<file path="src/rtl/z80_uart_io_ctrl_pkg.sv">
// Shared types and constants for the Z80 UART I/O controller: FSM states, port offsets,
// status-register bit positions and the value returned when a read has no real data.
package z80_io_pkg;

    typedef enum logic [2:0] {
        ST_IDLE,
        ST_STATUS,
        ST_RX_REQ,
        ST_RX_ACK,
        ST_TX_REQ,
        ST_TX_ACK,
        ST_HOLD
    } state_t;

    localparam logic [7:0] PORT_DATA_OFS   = 8'd0;
    localparam logic [7:0] PORT_STATUS_OFS = 8'd1;

    localparam int ST_BIT_RX_AVAIL    = 0;
    localparam int ST_BIT_TX_FULL     = 1;
    localparam int ST_BIT_RX_UNDERRUN = 2;
    localparam int ST_BIT_TX_OVERRUN  = 3;
    localparam int ST_BIT_TIMEOUT     = 4;
    localparam int ST_BIT_IRQ_EN      = 7;

    localparam logic [7:0] BUS_FLOAT = 8'hFF;

    typedef struct packed {
        logic timeout;
        logic tx_overrun;
        logic rx_underrun;
    } flags_t;

    function automatic logic [7:0] pack_status(input logic rx_avail, input logic tx_full,
                                               input flags_t flags, input logic irq_en);
        logic [7:0] s;
        s                     = 8'h00;
        s[ST_BIT_RX_AVAIL]    = rx_avail;
        s[ST_BIT_TX_FULL]     = tx_full;
        s[ST_BIT_RX_UNDERRUN] = flags.rx_underrun;
        s[ST_BIT_TX_OVERRUN]  = flags.tx_overrun;
        s[ST_BIT_TIMEOUT]     = flags.timeout;
        s[ST_BIT_IRQ_EN]      = irq_en;
        return s;
    endfunction

endpackage

</file>
<file path="src/rtl/z80_uart_io_ctrl_if.sv">
// Wishbone pop/push bundle between the I/O controller (master) and the UART RX/TX slaves.
interface z80_uart_io_ctrl_if;
    logic       o_rx_wb_cyc;
    logic       o_rx_wb_stb;
    logic [7:0] i_rx_wb_data;
    logic       i_rx_wb_ack;
    logic       i_rx_wb_stall;
    logic       i_rx_empty;

    logic       o_tx_wb_cyc;
    logic       o_tx_wb_stb;
    logic [7:0] o_tx_wb_data;
    logic       i_tx_wb_ack;
    logic       i_tx_wb_stall;
    logic       i_tx_full;

    modport master (
        output o_rx_wb_cyc, o_rx_wb_stb,
        input  i_rx_wb_data, i_rx_wb_ack, i_rx_wb_stall, i_rx_empty,
        output o_tx_wb_cyc, o_tx_wb_stb, o_tx_wb_data,
        input  i_tx_wb_ack, i_tx_wb_stall, i_tx_full
    );

    modport slave (
        input  o_rx_wb_cyc, o_rx_wb_stb,
        output i_rx_wb_data, i_rx_wb_ack, i_rx_wb_stall, i_rx_empty,
        input  o_tx_wb_cyc, o_tx_wb_stb, o_tx_wb_data,
        output i_tx_wb_ack, i_tx_wb_stall, i_tx_full
    );
endinterface

</file>
<file path="src/rtl/z80_uart_io_ctrl_sync_2ff.sv">
// Two-flop synchroniser for a single asynchronous control line; resets to RESET_VAL so an
// idle active-low Z80 strobe never looks asserted coming out of reset.
module sync_2ff #(
    parameter logic RESET_VAL = 1'b0
) (
    input  logic i_clk,
    input  logic i_reset_n,
    input  logic i_d,
    output logic o_q
);
    logic meta_q, meta_d;
    logic sync_q, sync_d;

    always_comb begin
        meta_d = i_d;
        sync_d = meta_q;
    end

    always_ff @(posedge i_clk or negedge i_reset_n) begin
        if (!i_reset_n) begin
            meta_q <= RESET_VAL;
            sync_q <= RESET_VAL;
        end else begin
            meta_q <= meta_d;
            sync_q <= sync_d;
        end
    end

    assign o_q = sync_q;
endmodule

</file>
<file path="src/rtl/z80_uart_io_ctrl.sv">
// Z80 IN/OUT decoder that turns each DATA/STATUS port access into one wishbone pop or push,
// stretching the Z80 cycle with WAIT_n. Optional RX interrupt enabled by defining UART_IRQ_EN.
module z80_uart_io_ctrl
    import z80_io_pkg::*;
#(
    parameter logic [7:0]               BASE_PORT      = 8'h80,
    parameter int                       TIMEOUT_WIDTH  = 16,
    parameter logic [TIMEOUT_WIDTH-1:0] TIMEOUT_CYCLES = 16'd255
) (
    input  logic       i_clk,
    input  logic       i_reset_n,
    input  logic       i_z80_iorq_n,
    input  logic       i_z80_rd_n,
    input  logic       i_z80_wr_n,
    input  logic       i_z80_m1_n,
    input  logic [7:0] i_z80_addr,
    input  logic [7:0] i_z80_data,
    output logic [7:0] o_z80_data,
    output logic       o_z80_data_oe,
    output logic       o_z80_wait_n,
    output logic       o_z80_int_n,
    z80_uart_io_ctrl_if.master wb
);

    logic [3:0] raw_bus;
    logic [3:0] sync_bus;
    logic       iorq_s, rd_s, wr_s, m1_s;

    assign raw_bus = {i_z80_m1_n, i_z80_wr_n, i_z80_rd_n, i_z80_iorq_n};

    for (genvar gi = 0; gi < 4; gi++) begin : g_sync
        sync_2ff #(.RESET_VAL(1'b1)) u_sync (
            .i_clk     (i_clk),
            .i_reset_n (i_reset_n),
            .i_d       (raw_bus[gi]),
            .o_q       (sync_bus[gi])
        );
    end

    assign iorq_s = sync_bus[0];
    assign rd_s   = sync_bus[1];
    assign wr_s   = sync_bus[2];
    assign m1_s   = sync_bus[3];

    state_t                   state_q, state_d;
    logic                     req_prev_q, req_prev_d;
    logic                     rd_op_q, rd_op_d;
    logic [TIMEOUT_WIDTH-1:0] cnt_q, cnt_d, cnt_inc;
    flags_t                   flags_q, flags_d;
    logic [7:0]               z80_data_q, z80_data_d;
    logic                     data_oe_q, data_oe_d;
    logic                     wait_n_q, wait_n_d;
    logic                     rx_cyc_q, rx_cyc_d, rx_stb_q, rx_stb_d;
    logic                     tx_cyc_q, tx_cyc_d, tx_stb_q, tx_stb_d;
    logic [7:0]               tx_data_q, tx_data_d;
    logic                     req_now, hit_data, hit_status, detect, expire, abort;
    logic                     irq_bit;

`ifdef UART_IRQ_EN
    logic irq_en_q, irq_en_d;
    logic int_n_q, int_n_d;
    assign irq_bit     = irq_en_q;
    assign o_z80_int_n = int_n_q;
`else
    assign irq_bit     = 1'b0;
    assign o_z80_int_n = 1'b1;
`endif

    // INT-acknowledge cycles (IORQ with M1 low) must never look like a port access.
    assign req_now    = !iorq_s && m1_s && (!rd_s || !wr_s);
    assign hit_data   = (i_z80_addr == BASE_PORT + PORT_DATA_OFS);
    assign hit_status = (i_z80_addr == BASE_PORT + PORT_STATUS_OFS);
    assign detect     = (state_q == ST_IDLE) && req_now && !req_prev_q && (hit_data || hit_status);
    assign cnt_inc    = cnt_q + 1'b1;
    assign expire     = (cnt_inc == TIMEOUT_CYCLES);

    always_comb begin
        state_d    = state_q;
        req_prev_d = req_now;
        rd_op_d    = rd_op_q;
        cnt_d      = cnt_q;
        flags_d    = flags_q;
        z80_data_d = z80_data_q;
        rx_cyc_d   = rx_cyc_q;
        rx_stb_d   = rx_stb_q;
        tx_cyc_d   = tx_cyc_q;
        tx_stb_d   = tx_stb_q;
        tx_data_d  = tx_data_q;
        abort      = 1'b0;
`ifdef UART_IRQ_EN
        irq_en_d   = irq_en_q;
        int_n_d    = !(!wb.i_rx_empty && irq_en_q);
`endif
        case (state_q)
            ST_IDLE: begin
                if (detect) begin
                    rd_op_d = !rd_s;
                    cnt_d   = '0;
                    if (hit_status) begin
                        if (!rd_s) begin
                            state_d = ST_STATUS;
                        end else begin
                            flags_d = '0;
`ifdef UART_IRQ_EN
                            irq_en_d = i_z80_data[ST_BIT_IRQ_EN];
`endif
                            state_d = ST_HOLD;
                        end
                    end else if (!rd_s) begin
                        if (!wb.i_rx_empty) begin
                            rx_cyc_d = 1'b1;
                            rx_stb_d = 1'b1;
                            state_d  = ST_RX_REQ;
                        end else begin
                            z80_data_d          = BUS_FLOAT;
                            flags_d.rx_underrun = 1'b1;
                            state_d             = ST_HOLD;
                        end
                    end else begin
                        if (!wb.i_tx_full) begin
                            tx_cyc_d  = 1'b1;
                            tx_stb_d  = 1'b1;
                            tx_data_d = i_z80_data;
                            state_d   = ST_TX_REQ;
                        end else begin
                            flags_d.tx_overrun = 1'b1;
                            state_d            = ST_HOLD;
                        end
                    end
                end
            end
            ST_STATUS: begin
                z80_data_d = pack_status(!wb.i_rx_empty, wb.i_tx_full, flags_q, irq_bit);
                state_d    = ST_HOLD;
            end
            ST_RX_REQ: begin
                cnt_d = cnt_inc;
                if (expire) begin
                    abort = 1'b1;
                end else if (!wb.i_rx_wb_stall) begin
                    rx_stb_d = 1'b0;
                    state_d  = ST_RX_ACK;
                end
            end
            ST_RX_ACK: begin
                cnt_d = cnt_inc;
                // A late ack on the expiry cycle still completes the pop so no byte is lost.
                if (wb.i_rx_wb_ack) begin
                    z80_data_d = wb.i_rx_wb_data;
                    rx_cyc_d   = 1'b0;
                    state_d    = ST_HOLD;
                end else if (expire) begin
                    abort = 1'b1;
                end
            end
            ST_TX_REQ: begin
                cnt_d = cnt_inc;
                if (expire) begin
                    abort = 1'b1;
                end else if (!wb.i_tx_wb_stall) begin
                    tx_stb_d = 1'b0;
                    state_d  = ST_TX_ACK;
                end
            end
            ST_TX_ACK: begin
                cnt_d = cnt_inc;
                if (wb.i_tx_wb_ack) begin
                    tx_cyc_d = 1'b0;
                    state_d  = ST_HOLD;
                end else if (expire) begin
                    abort = 1'b1;
                end
            end
            ST_HOLD: begin
                if (iorq_s) begin
                    state_d = ST_IDLE;
                end
            end
            default: state_d = ST_IDLE;
        endcase

        if (abort) begin
            rx_cyc_d        = 1'b0;
            rx_stb_d        = 1'b0;
            tx_cyc_d        = 1'b0;
            tx_stb_d        = 1'b0;
            z80_data_d      = BUS_FLOAT;
            flags_d.timeout = 1'b1;
            state_d         = ST_HOLD;
        end

        wait_n_d  = (state_d == ST_IDLE) || (state_d == ST_HOLD);
        data_oe_d = (state_d == ST_HOLD) && rd_op_d;
    end

    always_ff @(posedge i_clk or negedge i_reset_n) begin
        if (!i_reset_n) begin
            state_q    <= ST_IDLE;
            req_prev_q <= 1'b0;
            rd_op_q    <= 1'b0;
            cnt_q      <= '0;
            flags_q    <= '0;
            z80_data_q <= 8'h00;
            data_oe_q  <= 1'b0;
            wait_n_q   <= 1'b1;
            rx_cyc_q   <= 1'b0;
            rx_stb_q   <= 1'b0;
            tx_cyc_q   <= 1'b0;
            tx_stb_q   <= 1'b0;
            tx_data_q  <= 8'h00;
`ifdef UART_IRQ_EN
            irq_en_q   <= 1'b0;
            int_n_q    <= 1'b1;
`endif
        end else begin
            state_q    <= state_d;
            req_prev_q <= req_prev_d;
            rd_op_q    <= rd_op_d;
            cnt_q      <= cnt_d;
            flags_q    <= flags_d;
            z80_data_q <= z80_data_d;
            data_oe_q  <= data_oe_d;
            wait_n_q   <= wait_n_d;
            rx_cyc_q   <= rx_cyc_d;
            rx_stb_q   <= rx_stb_d;
            tx_cyc_q   <= tx_cyc_d;
            tx_stb_q   <= tx_stb_d;
            tx_data_q  <= tx_data_d;
`ifdef UART_IRQ_EN
            irq_en_q   <= irq_en_d;
            int_n_q    <= int_n_d;
`endif
        end
    end

    assign o_z80_data      = z80_data_q;
    assign o_z80_data_oe   = data_oe_q;
    assign o_z80_wait_n    = wait_n_q;
    assign wb.o_rx_wb_cyc  = rx_cyc_q;
    assign wb.o_rx_wb_stb  = rx_stb_q;
    assign wb.o_tx_wb_cyc  = tx_cyc_q;
    assign wb.o_tx_wb_stb  = tx_stb_q;
    assign wb.o_tx_wb_data = tx_data_q;

endmodule
</file>
<file path="src/flat_wrapper.sv">
// flat-port wrapper written by rule: the top's interface ports become plain ports
module z80_uart_io_ctrl_flat import z80_io_pkg::*;
#(
    parameter logic [7:0]               BASE_PORT      = 8'h80,
    parameter int                       TIMEOUT_WIDTH  = 16,
    parameter logic [TIMEOUT_WIDTH-1:0] TIMEOUT_CYCLES = 16'd255
)
  (i_clk, i_reset_n, i_z80_iorq_n, i_z80_rd_n, i_z80_wr_n, i_z80_m1_n, i_z80_addr, i_z80_data, o_z80_data, o_z80_data_oe, o_z80_wait_n, o_z80_int_n, wb_o_rx_wb_cyc, wb_o_rx_wb_stb, wb_i_rx_wb_data, wb_i_rx_wb_ack, wb_i_rx_wb_stall, wb_i_rx_empty, wb_o_tx_wb_cyc, wb_o_tx_wb_stb, wb_o_tx_wb_data, wb_i_tx_wb_ack, wb_i_tx_wb_stall, wb_i_tx_full);
  z80_uart_io_ctrl_if wb_i ();
  input  logic i_clk;
  input  logic i_reset_n;
  input  logic i_z80_iorq_n;
  input  logic i_z80_rd_n;
  input  logic i_z80_wr_n;
  input  logic i_z80_m1_n;
  input  logic [7:0] i_z80_addr;
  input  logic [7:0] i_z80_data;
  output logic [7:0] o_z80_data;
  output logic o_z80_data_oe;
  output logic o_z80_wait_n;
  output logic o_z80_int_n;
  output wire logic [$bits(wb_i.o_rx_wb_cyc)-1:0] wb_o_rx_wb_cyc;
  output wire logic [$bits(wb_i.o_rx_wb_stb)-1:0] wb_o_rx_wb_stb;
  input wire logic [$bits(wb_i.i_rx_wb_data)-1:0] wb_i_rx_wb_data;
  input wire logic [$bits(wb_i.i_rx_wb_ack)-1:0] wb_i_rx_wb_ack;
  input wire logic [$bits(wb_i.i_rx_wb_stall)-1:0] wb_i_rx_wb_stall;
  input wire logic [$bits(wb_i.i_rx_empty)-1:0] wb_i_rx_empty;
  output wire logic [$bits(wb_i.o_tx_wb_cyc)-1:0] wb_o_tx_wb_cyc;
  output wire logic [$bits(wb_i.o_tx_wb_stb)-1:0] wb_o_tx_wb_stb;
  output wire logic [$bits(wb_i.o_tx_wb_data)-1:0] wb_o_tx_wb_data;
  input wire logic [$bits(wb_i.i_tx_wb_ack)-1:0] wb_i_tx_wb_ack;
  input wire logic [$bits(wb_i.i_tx_wb_stall)-1:0] wb_i_tx_wb_stall;
  input wire logic [$bits(wb_i.i_tx_full)-1:0] wb_i_tx_full;
  assign wb_o_rx_wb_cyc = wb_i.o_rx_wb_cyc;
  assign wb_o_rx_wb_stb = wb_i.o_rx_wb_stb;
  assign wb_i.i_rx_wb_data = wb_i_rx_wb_data;
  assign wb_i.i_rx_wb_ack = wb_i_rx_wb_ack;
  assign wb_i.i_rx_wb_stall = wb_i_rx_wb_stall;
  assign wb_i.i_rx_empty = wb_i_rx_empty;
  assign wb_o_tx_wb_cyc = wb_i.o_tx_wb_cyc;
  assign wb_o_tx_wb_stb = wb_i.o_tx_wb_stb;
  assign wb_o_tx_wb_data = wb_i.o_tx_wb_data;
  assign wb_i.i_tx_wb_ack = wb_i_tx_wb_ack;
  assign wb_i.i_tx_wb_stall = wb_i_tx_wb_stall;
  assign wb_i.i_tx_full = wb_i_tx_full;
  z80_uart_io_ctrl #(.BASE_PORT(BASE_PORT), .TIMEOUT_WIDTH(TIMEOUT_WIDTH), .TIMEOUT_CYCLES(TIMEOUT_CYCLES)) u_core (.i_clk(i_clk), .i_reset_n(i_reset_n), .i_z80_iorq_n(i_z80_iorq_n), .i_z80_rd_n(i_z80_rd_n), .i_z80_wr_n(i_z80_wr_n), .i_z80_m1_n(i_z80_m1_n), .i_z80_addr(i_z80_addr), .i_z80_data(i_z80_data), .o_z80_data(o_z80_data), .o_z80_data_oe(o_z80_data_oe), .o_z80_wait_n(o_z80_wait_n), .o_z80_int_n(o_z80_int_n), .wb(wb_i));
endmodule
</file>
<file path="config.mk">
export PLATFORM = sky130hd
export DESIGN_NAME = z80_uart_io_ctrl_flat
export DESIGN_NICKNAME = d
export VERILOG_FILES = /design/src/rtl/z80_uart_io_ctrl_pkg.sv /design/src/rtl/z80_uart_io_ctrl_if.sv /design/src/rtl/z80_uart_io_ctrl_sync_2ff.sv /design/src/rtl/z80_uart_io_ctrl.sv /design/src/flat_wrapper.sv
export SDC_FILE = /design/constraint.sdc
export NUM_CORES = 1
export LEC_CHECK = 0
export ABC_AREA = 1
export CAP_MARGIN = 20
export CORE_MARGIN = 3
export CORE_UTILIZATION = 50
export DETAILED_ROUTE_END_ITERATION = 6
export PLACE_DENSITY = 0.78
export SYNTH_ARGS = -nofsm -noshare
export SYNTH_HDL_FRONTEND = slang
export SYNTH_HIERARCHICAL = 1
export SYNTH_SLANG_ARGS = --single-unit
</file>
<file path="constraint.sdc">
create_clock -name i_clk -period 2.7 [get_ports i_clk]
set_input_delay 0.54 -clock i_clk [delete_from_list [all_inputs] [get_ports i_clk]]
set_output_delay 0.54 -clock i_clk [all_outputs]
set_load 0.01 [all_outputs]
</file>
==> impl_metrics.json <==
{
  "die_h_microns": 82.43,
  "first_global_vias": 2502,
  "cts_setup_buffers": 0,
  "grt_pass1_wl_mm": 11.24,
  "drt_iter0_drc": 204,
  "htree_num_levels": 2,
  "p_switching_mw": 1.303,
  "r2r-start": "u_core/cnt_q[1]",
  "reg2regPathDepth": 14,
  "pwr-share-comb_pct": 45.6,
  "hold_path.class": "input port to async pin",
  "synth_cells": 375,
  "synth_fp_nets": 414,
  "cts.sinks": 54,
  "critical_path_depth": 14,
  "initial_utilization_pct": 52.39,
  "arrival_ns": 2.53,
  "drt_first_pass_iters": 5,
  "power.total_mw": 3.103,
  "rsz0062_at_grt": "false",
  "setup_viol_count_final": 0,
  "synth-seq-cells": 54,
  "antenna_cells": 0,
  "wirelength_mm": 6.642,
  "path_clk_slew_ns": 0.10,
  "synth_top_flop_cell": "dfrtp_1",
  "finalCriticalPeriod_ns": 2.327,
  "num_vias": 2644,
  "p_clk_share_pct": 15.1,
  "antenna_found_initial": 0,
  "dieWidth_microns": 82.43,
  "synth-seq-area-share_pct": 46.66,
  "skew_ns": 0.01109,
  "synth-edff-count": 0,
  "hpwl_mm": 5.051,
  "endpoint_kind": "flip-flop",
  "synthToLayoutAreaGrowth_pct": 25.54,
  "fin_setup_tns_ns": 0,
  "timing.final.hold_violations": 0,
  "grt_overflow": 0,
  "crit_slowest_cell": "dfrtp_1",
  "r2r-end": "u_core/wb.o_rx_wb_stb",
  "drv_cap": 0,
  "rrSetupSlack_ns": 0.37,
  "ios": 59,
  "crit_buf_inv": 0,
  "numCtsBuffers": 5,
  "seq_power_share_pct": 39.3,
  "via_per_inst": 5.174,
  "power.leakage_nw": 1.722,
  "postCtsHoldBufs": 0,
  "synth_cell_types": 40,
  "dr_wl_met2_mm": 3.137,
  "period_share_pct": 86.20,
  "critPathRequiredTime_ns": 2.90,
  "yosys_warnings": 6,
  "routed-wl-met3_microns": 476,
  "worst_pin_slew_ns": 0.6798,
  "drive_gt1_share_pct": 12.98,
  "fmax_mhz": 429.7,
  "wire_per_inst_microns": 13.00,
  "path_class": "flip-flop to flip-flop",
  "wl_met1_mm": 2.976,
  "cts_tree": "yes",
  "grtUsageTotal_pct": 21.61,
  "critical_path.top_delay_family": "simple AND/OR/NAND/NOR gates",
  "power_density_nw_per_um2": 846.6,
  "die-area_sq_um": 6794,
  "fin_nets": 477,
  "numPortBuffers": 57,
  "syn_avg_cell_area_sq_um": 7.787,
  "status": "finished clean",
  "grt_max_degree": 55,
  "path_common_cell": "nand2_1",
  "p_sw_share_pct": 41.99,
  "start_kind": "flip-flop",
  "cp_cell_sequence": "ha_1 -> nand3_2 -> nor2_4 -> nand2_2 -> nand2_1 -> nand2_1 -> nor2_2 -> nand2_1 -> nor2_2 -> nand3_2 -> nand2_1 -> nand2_1 -> nand2_1 -> nand2_1",
  "worstPathMaxFanout": 15,
  "slew_headroom_pct": 54.68,
  "coreArea_sq_um": 5574,
  "fillers": 503,
  "syn_area_sq_um": 2920,
  "p_int_mw": 1.800,
  "drc": 0,
  "highest_layer": "met4",
  "cp_slowest_stage_delay_ns": 0.44,
  "clockBufferDepth": 2,
  "vdd_ir_drop_max_mv": 0.4122,
  "slew_viol_final": 0,
  "rows": 27,
  "root_buffer": "clkbuf_8",
  "finalWeightedCongestion": 0.8667,
  "cts_resized": 0,
  "synthArstFlopShare_pct": 100.0,
  "clock_latency_ns": 0.31,
  "drtAntennaViolNets": 0
}
[worst reg2reg max path, stage by stage, from the launching register on]
cell	delay (ns)
dfrtp_1	0.44
ha_1	0.26
nand3_2	0.13
nor2_4	0.20
nand2_2	0.10
nand2_1	0.07
nand2_1	0.07
nor2_2	0.15
nand2_1	0.08
nor2_2	0.11
nand3_2	0.30
nand2_1	0.17
nand2_1	0.06
nand2_1	0.06
nand2_1	0.05
[cell usage after synthesis, drive strengths merged, types with 2 or more instances]
master  number  area [sq um]
a211oi       3         22.52
a21oi        6         30.03
buf          4         35.03
clkbuf       2         7.510
clkinv       3         12.51
dfrtp       45          1126
dfstp        9         236.5
ha           3         37.54
inv         51         191.4
nand2      120         468.0
nand3       26         150.2
nand3b       2         15.01
nand4        6         37.54
nor2        40         200.2
nor3         6         51.30
o211ai       4         40.03
o21ai       28         140.1
o22ai        8         56.30
[cell type report]
type | count | area, sq um | share of cell area [%]
inverter | 54 | 203.9 | 5.563
sequential | 54 | 1363 | 37.17
multi-input combinational | 261 | 1311 | 35.77
clock buffer | 6 | 82.58 | 2.253
tap | 72 | 90.09 | 2.457
clock inverter | 2 | 12.51 | 0.3413
timing repair buffer | 62 | 603.1 | 16.45
[power by group through the flow]
stage	combinational, mW	sequential, mW	clock, mW
after global routing	1.59	1.25	0.519
after CTS	1.41	1.22	0.485
after detailed placement	1.41	1.24	0
final	1.41	1.22	0.469
after global placement	1.38	1.23	0
after floorplan	0.919	1.23	0
[worst max-delay path by stage]
stage                       endpoint       startpoint
3_5_place_dp    u_core/o_z80_data_oe    i_z80_addr[3]
4_1_cts        u_core/wb.o_rx_wb_stb  u_core/cnt_q[1]
5_1_grt         u_core/o_z80_data_oe  u_core/cnt_q[1]
2_1_floorplan  u_core/wb.o_tx_wb_cyc    i_z80_addr[3]
6_report       u_core/wb.o_rx_wb_stb  u_core/cnt_q[1]
3_3_place_gp    u_core/o_z80_data_oe    i_z80_addr[3]
[through the flow]
stage          setup WS [ns]  utilization [%]  area (sq um)  cells  hold slack [ns]
3_5_place_dp          0.1080            64.06          3571    503           0.3494
4_1_cts               0.3856            65.77          3666    511           0.3605
3_3_place_gp          0.2023            64.06          3571    503           0.3463
6_report              0.3725            65.77          3666    511           0.3406
5_1_grt              0.08781            65.77          3666    511           0.3670
2_1_floorplan         0.7426                -          2920    375           0.2444
[routing by layer]
layer	global-route usage, %	vias to the layer above
li1	-	1321
met1	30.08	1207
met2	34.05	112
met3	4.989	4
met4	5.316	0
met5	0	-
[cell families after synthesis]
group / after synthesis / share of synthesized area [%]
xor gates and xnor gates: 1 / 0.3000
and+or+nand+nor: 202 / 32.01
buffers and inverters: 60 / 8.441
DFF: 54 / 46.66
adders and majority gates: 3 / 1.285
other: 1 / 0.1284
AOI/OAI and AO/OA: 54 / 11.18
[placed cells by master (no fill, tap or decap), types with 2 or more instances in the layout]
| cell | n |
|---|---|
| nand3_2 | 4 |
| nand2_1 | 113 |
| inv_1 | 46 |
| nand4_1 | 6 |
| nor2_4 | 5 |
| o21ai_0 | 22 |
| nor3_1 | 3 |
| o22ai_1 | 7 |
| nor2_1 | 30 |
| clkdlybuf4s50_1 | 56 |
| clkinv_1 | 2 |
| a211oi_1 | 3 |
| nand2_2 | 7 |
| nor2_2 | 5 |
| o211ai_2 | 2 |
| nand3_1 | 22 |
| o21ai_1 | 6 |
| nand3b_1 | 2 |
| clkbuf_8 | 6 |
| dfrtp_1 | 45 |
| ha_1 | 3 |
| nor3_2 | 2 |
| a21oi_1 | 6 |
| clkinv_2 | 2 |
| o211ai_1 | 2 |
| dfstp_2 | 9 |
| inv_2 | 5 |
| buf_4 | 5 |
[sequential cells by signal, summed over array words and instances, names as in the netlist]
register / count
u_core/wb.o_tx_wb_data: 8
u_core/req_prev_q: 1
u_core/state_q: 3
u_core/flags_q: 3
u_core/cnt_q: 16
u_core/g_sync.u_sync/meta_q: 4
u_core/wb.o_tx_wb_cyc: 1
u_core/o_z80_data: 8
u_core/wb.o_rx_wb_stb: 1
u_core/o_z80_wait_n: 1
u_core/g_sync.u_sync/o_q: 4
u_core/o_z80_data_oe: 1
u_core/wb.o_rx_wb_cyc: 1
u_core/wb.o_tx_wb_stb: 1
u_core/rd_op_q: 1
No activity file was read; power rests on OpenSTA's default activity.
==> RTL change 1 (config.mk and constraints unchanged) <==
Change the parameter `RESET_VAL` from 1'b1 to 1'b0.
--- a/src/rtl/z80_uart_io_ctrl.sv
+++ b/src/rtl/z80_uart_io_ctrl.sv
@@ -29,7 +29,7 @@
     assign raw_bus = {i_z80_m1_n, i_z80_wr_n, i_z80_rd_n, i_z80_iorq_n};
 
     for (genvar gi = 0; gi < 4; gi++) begin : g_sync
-        sync_2ff #(.RESET_VAL(1'b1)) u_sync (
+        sync_2ff #(.RESET_VAL(1'b0)) u_sync (
             .i_clk     (i_clk),
             .i_reset_n (i_reset_n),
             .i_d       (raw_bus[gi]),
Behaviour: no difference found for any inputs over 10 cycles, from zero or initial values and one cycle with i_reset_n low; that may be too few to reach the edited logic, so the function may still have changed.
==> RTL change 1 against the original RTL <==
Synthesized cell count unchanged. Sequential cell count unchanged. Global-route usage decreased by 0.39 points. Via count decreased by 0.30%. Total power decreased by 0.36%. Non-clock buffer count decreased by 1. Routed wire length increased by 2.2%. Count of clock-buffer cells in the layout unchanged. Synthesized area decreased by 0.34%. Largest cell class unchanged. Hold slack improved by 0.0064 ns. Core utilization decreased by 0.31 points. Worst setup slack got worse by 0.029 ns. Final area decreased by 0.48%.
==> RTL change 1: results (changes against the original RTL) <==
* Metal3 WL at 466 um (-2.1%)
* Share of layout cells above drive strength 1 at 11.0% (-2.0 points)
* Buffer share of cell area at 16.3% (-0.13 points)
* Drt initial violations at 167 (-18%)
* Global Route met2 Usage at 34.7% (+0.64 points)
* Vias per cell at 5.17 (-0.11%)
* Synth top cells by count: nand2_1 (113), dfrtp_1 (53), inv_1 (46), nor2_1 (30)
* Area after DPL at 0.00355 mm2 (-0.49%)
* Nets at 476 (-0.21%)
* Finished Layout Cells at 510 (-0.20%)
* Total GRT Usage at 21.2% (-0.39 points)
* Crit path time final at 2.36 ns (+0.0288 ns)
* Max stage delay on crit path at 0.46 ns (+0.02 ns)
* End of the critical path: u_core/o_z80_data_oe
* Wire per inst at 13.3 um (+2.4%)
* FF-to-FF path depth at 13 (-1)
* Max Clock Skew at 0.0147 ns (+0.00358 ns)
* Antenna violations before repair at 0 (unchanged)
* Multi-input combinational area share at 35.9% (+0.17 points)
* PostCTS Resize Cnt at 0 (unchanged)
* Clock Tree Buf Depth at 2 (unchanged)
* WP data arrival at 2.60 ns (+0.07 ns)
* Global-route wire length before repair at 11.0 mm (-1.7%)
* DP HPWL at 5.15 mm (+1.9%)
* Outcome: finished, final reports clean
* Seq_cells at 54 (unchanged)
* Sequential Power Share at 40.0% (+0.7 points)
* WL met2 at 3.30 mm (+5.1%)
* Clock Buffer Count at 6 (unchanged)
* Seq group at 0.00124 W
* Seq/Total Area, Yosys at 46.5% (-0.18 points)
* Top cells by area, synth: dfrtp_1 (46%), nand2_1 (15%), inv_1 (5.9%)
* GP Congestion at 0.882 (+1.8%)
* Internal at 0.00179 W (-0.75%)
* Fill count at 480 (-4.6%)
* Cell count after placement at 502 (-0.20%)
* R2r endpoint: u_core/o_z80_data_oe
* Setup WS pre-CTS at 0.187 ns (+0.0786 ns)
* IR drop worst, VDD at 0.000427 V (+3.7%)
* Layout area overhead at 25.4%
* Flop2flop setup slack at 0.34 ns (-0.03 ns)
* M1 WL at 2.98 mm (about the same)
* Htree depth at 2 (unchanged)
* Clk tree area frac at 2.61% (+0.012 points)
* Non-clk bufs at 61 (-1.6%)
* Sequential share of cell area at 37.1% (-0.096 points)
* Worst slew margin at 54.4% (-0.31 points)
* Met1 usage at 27.7% (-2.3 points)
* Fin util at 65.5% (-0.31 points)
* Pleak at 1.73 nW (+0.24%)
* Met3 usage at 5.42% (+0.43 points)
* Vias in the first global route at 2489 (-0.52%)
## RTL change 1: logic make-up (layout without fill, tap and decap cells)
family	Yosys count	after routing	synth area share, %
AO/OA/AOI/OAI	54	54	11.2
XOR/XNOR	1	1	0.301
adder cells (fa/ha/maj)	3	3	1.29
buffers and inverters	60	123	8.47
flip-flops	54	54	46.5
other	1	1	0.129
AND/OR/NAND/NOR	202	202	32.1
## RTL change 1: worst min-delay path by stage
stage	from	end	slack, ns	depth (start not counted)
after floorplan	i_reset_n	u_core/cnt_q[0]	0.24	0
after global placement	u_core/g_sync[2].u_sync/meta_q	u_core/g_sync[2].u_sync/o_q	0.33	0
after detailed placement	u_core/g_sync[2].u_sync/meta_q	u_core/g_sync[2].u_sync/o_q	0.34	0
after CTS	u_core/g_sync[3].u_sync/meta_q	u_core/g_sync[3].u_sync/o_q	0.36	0
after global routing	u_core/g_sync[1].u_sync/meta_q	u_core/g_sync[1].u_sync/o_q	0.37	0
final	i_reset_n	u_core/cnt_q[14]	0.35	2
==> RTL change 2 (same settings) <==
Without the edit above. `z80_data_q` and `tx_data_q` no longer have a reset.
--- a/src/rtl/z80_uart_io_ctrl.sv
+++ b/src/rtl/z80_uart_io_ctrl.sv
@@ -200,14 +200,12 @@
             rd_op_q    <= 1'b0;
             cnt_q      <= '0;
             flags_q    <= '0;
-            z80_data_q <= 8'h00;
             data_oe_q  <= 1'b0;
             wait_n_q   <= 1'b1;
             rx_cyc_q   <= 1'b0;
             rx_stb_q   <= 1'b0;
             tx_cyc_q   <= 1'b0;
             tx_stb_q   <= 1'b0;
-            tx_data_q  <= 8'h00;
 `ifdef UART_IRQ_EN
             irq_en_q   <= 1'b0;
             int_n_q    <= 1'b1;
@@ -218,19 +216,22 @@
             rd_op_q    <= rd_op_d;
             cnt_q      <= cnt_d;
             flags_q    <= flags_d;
-            z80_data_q <= z80_data_d;
             data_oe_q  <= data_oe_d;
             wait_n_q   <= wait_n_d;
             rx_cyc_q   <= rx_cyc_d;
             rx_stb_q   <= rx_stb_d;
             tx_cyc_q   <= tx_cyc_d;
             tx_stb_q   <= tx_stb_d;
-            tx_data_q  <= tx_data_d;
 `ifdef UART_IRQ_EN
             irq_en_q   <= irq_en_d;
             int_n_q    <= int_n_d;
 `endif
         end
+    end
+
+    always_ff @(posedge i_clk) begin
+        z80_data_q <= z80_data_d;
+        tx_data_q  <= tx_data_d;
     end
 
     assign o_z80_data      = z80_data_q;
Formal check against the unedited RTL: differs if i_reset_n is asserted again (counterexample within 4 cycles, from zero or initial values and one cycle with i_reset_n low); with i_reset_n held inactive, the same outputs for 10 cycles.
==> RTL change 2 against the original RTL <==
Global-route usage is 1.8 points lower. Total power decreased by 5.7%. Worst setup slack better by 0.15 ns. Critical path type unchanged. Final area rose by 0.20%. Routed wire length fell by 2.7%. Largest power group unchanged. Clock power up 15%. Largest cell class unchanged. Critical endpoint is now u_core/cnt_q[14]. Sequential cell count stayed put. Synthesized area is 0.64% higher.
==> RTL change 2: results (changes against the original RTL) <==
* Outcome: finished, final reports clean
* Nets at 455 (-4.6%)
* Antenna violations before repair at 0 (unchanged)
* Post-CTS Setup Inserts at 0 (unchanged)
* Detailed Route WL at 6.46 mm (-2.7%)
* Synth cell types at 39 (-2.5%)
* Share of layout cells above drive strength 1 at 15.3% (+2.4 points)
* Synth top cells by count: nand2_1 (82), inv_1 (50), dfrtp_1 (29), nor2_1 (29), o21ai_0 (21)
* Vias at 2540 (-3.9%)
* Max Clock Skew at 0.00819 ns (-0.00291 ns)
* GP Congestion at 0.886 (+2.3%)
* Area after DPL at 0.00356 mm2 (-0.18%)
* Drt initial violations at 188 (-7.8%)
* Synth Area in Adders at 1.28% (-0.0082 points)
* Share of flip-flops with an asynchronous set or reset at 70.4% (-30 points)
* Hold crit path type: in2async
* Global-route wire length before repair at 10.4 mm (-7.2%)
* Setup WS pre-CTS at 0.251 ns (+0.143 ns)
* Count of flip-flops with a built-in enable after synthesis at 8 (+8)
* Final period utilization at 80.7% (-5.5 points)
* Drt pass-1 iters at 4 (-1)
* Cell count after placement at 481 (-4.4%)
* Vias in the first global route at 2335 (-6.7%)
* Pin count of the biggest net entering global routing at 39 (-29%)
* Seq/Total Area, Yosys at 46.4% (-0.30 points)
* End of the critical path: u_core/cnt_q[14]
* Mapped Cells at 356 (-5.1%)
* Post-synthesis xor/xnor area fraction at 0% (-0.30 points)
* Vias per cell at 5.19 (+0.39%)
* IR drop worst, VDD at 0.000443 V (+7.3%)
* WP data arrival at 2.36 ns (-0.17 ns)
* Critical path startpoint: u_core/state_q[2]
* DP HPWL at 4.87 mm (-3.6%)
* Synth Net Count at 395 (-4.6%)
* Measured slew at the worst slew-check pin at 0.866 ns (+0.186 ns)
* Total GRT Usage at 19.8% (-1.8 points)
* FF-to-FF path depth at 5 (-9)
* PostCTS Resize Cnt at 0 (unchanged)
* Compound-Gate Fraction of Synth Area at 12.3% (+1.2 points)
* Flop2flop setup slack at 0.52 ns (+0.15 ns)
* Top cells by area, synth: dfrtp_1 (25%), nand2_1 (10%), edfxtp_1 (8.2%)
* Pleak at 1.64 nW (-5.0%)
[RTL change 2: layout make-up]
class / count / area, um2
clock buffer: 5 / 68.8
fill: 507 / 1930
timing repair buffer: 60 / 588
sequential: 54 / 1360
inverter: 55 / 211
multi-input combinational: 240 / 1310
tap: 72 / 90.1
clock inverter: 3 / 40.0
[RTL change 2: power breakdown]
part | internal [W] | switching (W)
Sequential | 0.000989 | 0.000164
Combinational | 0.000500 | 0.000735
Clock | 0.000273 | 0.000266
[RTL change 2: routing by layer]
metal / global-route usage (%) / vias up / wire length, um / part of all wire [%]
met5: 0 / - / 0 / 0
met4: 6.70 / 0 / 103 / 1.6
met3: 4.77 / 12 / 410 / 6.3
met2: 30.8 / 81 / 2990 / 46
met1: 27.1 / 1177 / 2960 / 46
li1: - / 1270 / - / -
[RTL change 2: worst min path at each step]
stage                             endpoint                      startpoint  slack, ns
2_1_floorplan              u_core/cnt_q[0]                       i_reset_n       0.24
3_3_place_gp   u_core/g_sync[1].u_sync/o_q  u_core/g_sync[1].u_sync/meta_q       0.35
3_5_place_dp   u_core/g_sync[2].u_sync/o_q  u_core/g_sync[2].u_sync/meta_q       0.35
4_1_cts                    u_core/cnt_q[6]                       i_reset_n       0.35
5_1_grt        u_core/g_sync[0].u_sync/o_q  u_core/g_sync[0].u_sync/meta_q       0.37
6_report                   u_core/cnt_q[6]                       i_reset_n       0.33
[RTL change 2: worst max-delay path, cell delays in order (launching register included)]
cell and delay [ns]:
dfrtp_1 0.64, nor2_1 0.14, nor2_1 0.25, clkinv_1 0.34
nand2_1 0.51, o21ai_0 0.17
